`src/rtl/alu_seq.sv`:
```
// alu_seq: sequential ALU with single-cycle base ops and an optional iterative multiply/divide unit.
// Define ALU_SEQ_MULDIV_EN to build ops 10-17 (MUL/DIV states); when undefined they return 0 in one cycle.
module alu_seq #(
  parameter int XLEN = 32,
  parameter int SHW  = $clog2(XLEN)
) (
  input  logic            clk,
  input  logic            rst,
  // valid/ready: a transfer happens on a rising edge where valid and ready are both 1;
  // the producer holds its payload stable until then, and valid never depends on ready.
  input  logic            in_valid,
  output logic            in_ready,
  input  logic [4:0]      op,
  input  logic [XLEN-1:0] a,
  input  logic [XLEN-1:0] b,
  output logic            out_valid,
  input  logic            out_ready,
  output logic [XLEN-1:0] result,
  output logic [1:0]      dbg_state
);

  typedef enum logic [1:0] {
    S_IDLE = 2'd0,
    S_MUL  = 2'd1,
    S_DIV  = 2'd2,
    S_DONE = 2'd3
  } state_t;

  state_t          state_q;
  logic [XLEN-1:0] result_q;
  logic [XLEN-1:0] fast_d;

  assign in_ready  = (state_q == S_IDLE);
  assign out_valid = (state_q == S_DONE);
  assign result    = result_q;
  assign dbg_state = state_q;

  always_comb begin
    fast_d = '0;
    case (op)
      5'd0:    fast_d = a + b;
      5'd1:    fast_d = a - b;
      5'd2:    fast_d = a << b[SHW-1:0];
      5'd3:    fast_d = {{(XLEN-1){1'b0}}, ($signed(a) < $signed(b))};
      5'd4:    fast_d = {{(XLEN-1){1'b0}}, (a < b)};
      5'd5:    fast_d = a ^ b;
      5'd6:    fast_d = a >> b[SHW-1:0];
      5'd7:    fast_d = $unsigned($signed(a) >>> b[SHW-1:0]);
      5'd8:    fast_d = a | b;
      5'd9:    fast_d = a & b;
      default: fast_d = '0;
    endcase
  end

`ifdef ALU_SEQ_MULDIV_EN
  localparam int CW = $clog2(XLEN) + 1;
  localparam logic [XLEN-1:0] MOST_NEG = {1'b1, {(XLEN-1){1'b0}}};

  logic [CW-1:0]     cnt_q;
  logic [4:0]        op_q;
  logic              sign_a_q, sign_b_q;
  logic [XLEN-1:0]   opb_q;
  logic [2*XLEN-1:0] acc_q;

  logic              is_mul, is_div, div_signed, div_zero, div_ovf, div_short;
  logic              sign_a_d, sign_b_d;
  logic [XLEN-1:0]   mag_a_d, mag_b_d, short_res_d;
  logic [XLEN:0]     mul_sum, div_part, div_diff;
  logic [2*XLEN-1:0] mul_acc_d, div_acc_d, prod_fin;
  logic [XLEN-1:0]   mul_res_d, div_res_d, quo_fin, rem_fin;

  // Operand conditioning at accept: signed ops work on magnitudes, signs are fixed up at the end.
  always_comb begin
    is_mul      = (op >= 5'd10) && (op <= 5'd13);
    is_div      = (op >= 5'd14) && (op <= 5'd17);
    div_signed  = (op == 5'd14) || (op == 5'd16);
    div_zero    = (b == '0);
    div_ovf     = div_signed && (a == MOST_NEG) && (b == {XLEN{1'b1}});
    div_short   = is_div && (div_zero || div_ovf);
    sign_a_d    = ((op == 5'd11) || (op == 5'd12) || div_signed) && a[XLEN-1];
    sign_b_d    = ((op == 5'd11) || div_signed) && b[XLEN-1];
    mag_a_d     = sign_a_d ? -a : a;
    mag_b_d     = sign_b_d ? -b : b;
    short_res_d = '0;
    if (div_zero) begin
      short_res_d = ((op == 5'd14) || (op == 5'd15)) ? {XLEN{1'b1}} : a;
    end else if (div_ovf) begin
      short_res_d = (op == 5'd14) ? a : '0;
    end
  end

  // acc_q holds {partial_hi, multiplier} for MUL and {remainder, dividend/quotient} for DIV.
  always_comb begin
    mul_sum   = {1'b0, acc_q[2*XLEN-1:XLEN]} + (acc_q[0] ? {1'b0, opb_q} : '0);
    mul_acc_d = {mul_sum, acc_q[XLEN-1:1]};
    prod_fin  = (sign_a_q ^ sign_b_q) ? -mul_acc_d : mul_acc_d;
    mul_res_d = (op_q == 5'd10) ? prod_fin[XLEN-1:0] : prod_fin[2*XLEN-1:XLEN];

    div_part  = acc_q[2*XLEN-1:XLEN-1];
    div_diff  = div_part - {1'b0, opb_q};
    div_acc_d = div_diff[XLEN] ? {div_part[XLEN-1:0], acc_q[XLEN-2:0], 1'b0}
                               : {div_diff[XLEN-1:0], acc_q[XLEN-2:0], 1'b1};
    quo_fin   = (sign_a_q ^ sign_b_q) ? -div_acc_d[XLEN-1:0] : div_acc_d[XLEN-1:0];
    rem_fin   = sign_a_q ? -div_acc_d[2*XLEN-1:XLEN] : div_acc_d[2*XLEN-1:XLEN];
    div_res_d = ((op_q == 5'd14) || (op_q == 5'd15)) ? quo_fin : rem_fin;
  end
`endif

  always_ff @(posedge clk or posedge rst) begin
    if (rst) begin
      state_q  <= S_IDLE;
      result_q <= '0;
`ifdef ALU_SEQ_MULDIV_EN
      cnt_q    <= '0;
      op_q     <= '0;
      sign_a_q <= 1'b0;
      sign_b_q <= 1'b0;
      opb_q    <= '0;
      acc_q    <= '0;
`endif
    end else begin
      case (state_q)
        S_IDLE: begin
          if (in_valid) begin
`ifdef ALU_SEQ_MULDIV_EN
            cnt_q    <= '0;
            op_q     <= op;
            sign_a_q <= sign_a_d;
            sign_b_q <= sign_b_d;
            opb_q    <= mag_b_d;
            acc_q    <= {{XLEN{1'b0}}, mag_a_d};
            if (is_mul) begin
              state_q <= S_MUL;
            end else if (is_div && !div_short) begin
              state_q <= S_DIV;
            end else begin
              result_q <= div_short ? short_res_d : fast_d;
              state_q  <= S_DONE;
            end
`else
            result_q <= fast_d;
            state_q  <= S_DONE;
`endif
          end
        end
`ifdef ALU_SEQ_MULDIV_EN
        // The final iteration writes the signed-corrected result directly, so MUL/DIV last XLEN cycles.
        S_MUL: begin
          acc_q <= mul_acc_d;
          cnt_q <= cnt_q + CW'(1);
          if (cnt_q == CW'(XLEN - 1)) begin
            result_q <= mul_res_d;
            state_q  <= S_DONE;
          end
        end
        S_DIV: begin
          acc_q <= div_acc_d;
          cnt_q <= cnt_q + CW'(1);
          if (cnt_q == CW'(XLEN - 1)) begin
            result_q <= div_res_d;
            state_q  <= S_DONE;
          end
        end
`endif
        S_DONE: begin
          if (out_ready) state_q <= S_IDLE;
        end
        default: state_q <= S_IDLE;
      endcase
    end
  end

endmodule

```
`config.mk`:
```
export PLATFORM = sky130hd
export DESIGN_NAME = alu_seq
export DESIGN_NICKNAME = d
export VERILOG_FILES = /design/src/rtl/alu_seq.sv
export SDC_FILE = /design/constraint.sdc
export NUM_CORES = 1
export LEC_CHECK = 0
export ABC_CLOCK_PERIOD_IN_PS = 3050
export CAP_MARGIN = 10
export CORE_ASPECT_RATIO = 1.5
export CORE_MARGIN = 2
export CORE_UTILIZATION = 45
export DETAILED_ROUTE_END_ITERATION = 8
export PLACE_DENSITY = 0.65
export SLEW_MARGIN = 20
export SYNTH_ARGS = -nofsm -noshare
export SYNTH_HDL_FRONTEND = slang
export SYNTH_SLANG_ARGS = --single-unit
```
`constraint.sdc`:
```
create_clock -name clk -period 3.05 [get_ports clk]
set_input_delay 0.61 -clock clk [delete_from_list [all_inputs] [get_ports clk]]
set_output_delay 0.61 -clock clk [all_outputs]
set_load 0.1 [all_outputs]
```
==> results.ini <==
[sta]
fin_ws_ns = -0.0562
slew_headroom_pct = 51.5
rsz0062_at_grt = true
slew_violations = 0
holdWs_ns = 0.477
fin_worst_skew_ns = 0.00483
setup_violations = 2
worst_slew_pin_slew_ns = 0.722
fin_crit_ns = 3.11
timing.fmax_mhz = 322
fin_crit_sh_pct = 102
setup-tns-final_ns = -0.0763
final-hold-violation-count = 0

[critical_path]
rr_startpoint = dbg_state[0]
critPathRequiredTime_ns = 3.21
critical_path.startpoint = a[0]
r2r_end = result[16]
rrSetupSlack_ns = 0.88
cp_max_fo = 3
rr_worst_depth = 8
critPathCaptureType = flop
cp-start-kind = primary input
crit_arrival_ns = 3.26
path_class = in -> reg

[synth]
ys_seq_area_share_pct = 8.33
syn_nets = 1541
yosys.area.top_type_share_pct = 12.5
synth_seq_cells = 33
ys.flop_type = dfrtp_1
avgSynthCellArea_um2 = 7.25
yosys.area.top_type = ha_1
synth_edf_count = 0
postSynthCellCount = 1367
synthArstFlopShare_pct = 100
ys_top_cells_by_area = ha_1 13%, mux4_2 9.1%, dfrtp_1 8.3%
syn_area_um2 = 9910
ys_types = 90
yosysWarnings = 0

[layout]
syn_to_final_growth_pct = 52.1
drive_gt1_share_pct = 39.3
final_common_cell = buf_4
post_layout_nonfiller_instances = 2075
antennaDiodeCount = 0
fillers = 1880
nets = 1976
mostFrequentLayoutCells = 443 x buf_4, 138 x nor2_1, 134 x nand2_1, 104 x a21oi_1, 78 x o21ai_0

[floorplanning]
die_w_um = 125
die_height_um = 186
coreArea_um2 = 21600
rows = 66
dieArea_um2 = 23200
io_pins = 109
start_util_pct = 45.8

[clock_network]
cts_buffers = 5
cts.htree.levels = 2
clkSinkCount = 33
cts_tree = done
cts_hold_buf = 0
cts.path.max_buffers = 2
clk_latency_ns = 0.28
cts-root-buf = clkbuf_16
clk_pin_slew_ns = 0.05

[global_route]
grt_max_degree = 55
grtUsageTotal_pct = 41.5
overflow = 0
grt_pass1_vias = 12500
grt_pass1_wl_mm = 74.2
antenna_found_initial = 1

[routing]
num_vias = 13200
post_drt_wl_per_cell_um = 24.3
drc = 0
drtPass1Iterations = 5
ant_nets = 0
wirelength_mm = 50.4
drt-vias-per-instance = 6.38
drtIter0Drc = 1489

[status]
outcome = complete, but fails checks
violations = negative setup slack

[job]
drv_cap = 0

[place]
hpwlAfterDp_mm = 41.0
portBuffers = 108
dp_cells = 2044
gp_congestion = 1.06

[pwr]
p_per_area_nw_per_um2 = 261
peakVddDrop_mv = 0.234
p_leak_nw = 6.95

[min_path]
holdPathStages = 2
worstHoldEndpoint = result[2]
worstHoldPathType = reg -> reg
min_from = result[2]

-- worst max-delay path by stage --
stage	endpoint	slack [ns]	cells after the start
after floorplan	result[18]	0.01	13
after global placement	result[10]	-0.76	13
after detailed placement	result[10]	-0.79	13
after CTS	result[18]	-0.02	12
after global routing	result[26]	-0.14	15
final	result[26]	-0.06	15
-- through the flow --
stage / instance area, um2 / util, % / setup WS (ns) / power (W)
4_1_cts: 14700 / 67.7 / -0.0249 / 0.00376
6_report: 15100 / 69.7 / -0.0562 / 0.00393
2_1_floorplan: 10000 / - / 0.0118 / 0.00202
3_3_place_gp: 13900 / 64.5 / -0.760 / 0.00315
5_1_grt: 15100 / 69.7 / -0.145 / 0.00410
3_5_place_dp: 13900 / 64.5 / -0.790 / 0.00317
-- cells by family (layout without fill, tap and decap cells) --
logic type,Yosys count,in the layout,synth area share [%]
compound gates,481,481,32.7
simple gates,412,412,18.8
xor+xnor,18,18,1.59
buf+inv,208,644,8.89
mux,114,114,16.8
fa+ha+maj,101,101,12.9
flops,33,33,8.33
-- sequential cells by signal, indices dropped and copies added, names as in the netlist --
signal / cells
result: 32
dbg_state: 1
-- Yosys cell counts (all sizes together) (5+ instances only) --
master / instances
xor2: 6
a22oi: 11
nand2: 136
o2111ai: 11
a221oi: 16
nand2b: 11
buf: 47
a21oi: 125
nor2: 144
nand3b: 5
or2: 5
a211o: 5
mux4: 40
a2bb2oi: 5
clkbuf: 60
o21ai: 103
o31ai: 13
dfrtp: 33
nor3: 32
nand4: 7
a31oi: 29
ha: 99
and3: 6
a22o: 6
o22ai: 15
a21o: 14
or3: 7
o211ai: 20
nor4: 14
nor2b: 9
a2111oi: 5
a211oi: 27
o221ai: 11
nand3: 25
xnor2: 12
and2: 5
inv: 99
o21bai: 9
a221o: 10
mux2: 15
mux2i: 59
a31o: 5
-- area by class of cell --
| cell class | count | area [um2] | area share, % |
|---|---|---|---|
| flip-flops and latches | 33 | 826 | 5.48 |
| well taps | 272 | 340 | 2.26 |
| multi-input cells | 1126 | 9030 | 59.9 |
| clock buffers | 8 | 136 | 0.905 |
| inverters | 101 | 397 | 2.63 |
| repair buffers | 535 | 4340 | 28.8 |
-- timing repair --
item / 4_1_cts / 5_1_grt
setup endpoints to repair: 27 / 29
buffers inserted: 9 / 15
gates resized for setup: 146 / 100
gates cloned: 0 / 1
pin swaps: 41 / 44
-- worst max-delay path: stages --
cell       delay (ns)
buf_8            0.09
inv_6            0.03
ha_4             0.15
fa_2             0.35
o21ba_4          0.21
or4_4            0.45
o2111ai_4        0.12
a21oi_4          0.11
nor4_4           0.30
buf_4            0.19
buf_6            0.09
o41ai_4          0.08
buf_4            0.16
a221oi_2         0.23
o21ai_1          0.10
-- layer usage --
| metal | GRT usage (%) | part of all wire (%) |
|---|---|---|
| met4 | 21.4 | 5.9 |
| met1 | 52.5 | 38 |
| met5 | 0 | 0 |
| met2 | 70.4 | 47 |
| met3 | 3.74 | 8.5 |
-- report_power, final --
part | switching, W | leakage (nW) | internal, W
Sequential | 0.0000261 | 0.444 | 0.000479
Combinational | 0.00173 | 6.44 | 0.00123
Clock | 0.000165 | 0.0652 | 0.000302
Total | 0.00192 | 6.95 | 0.00201
Power figures use the tool's default switching activity.
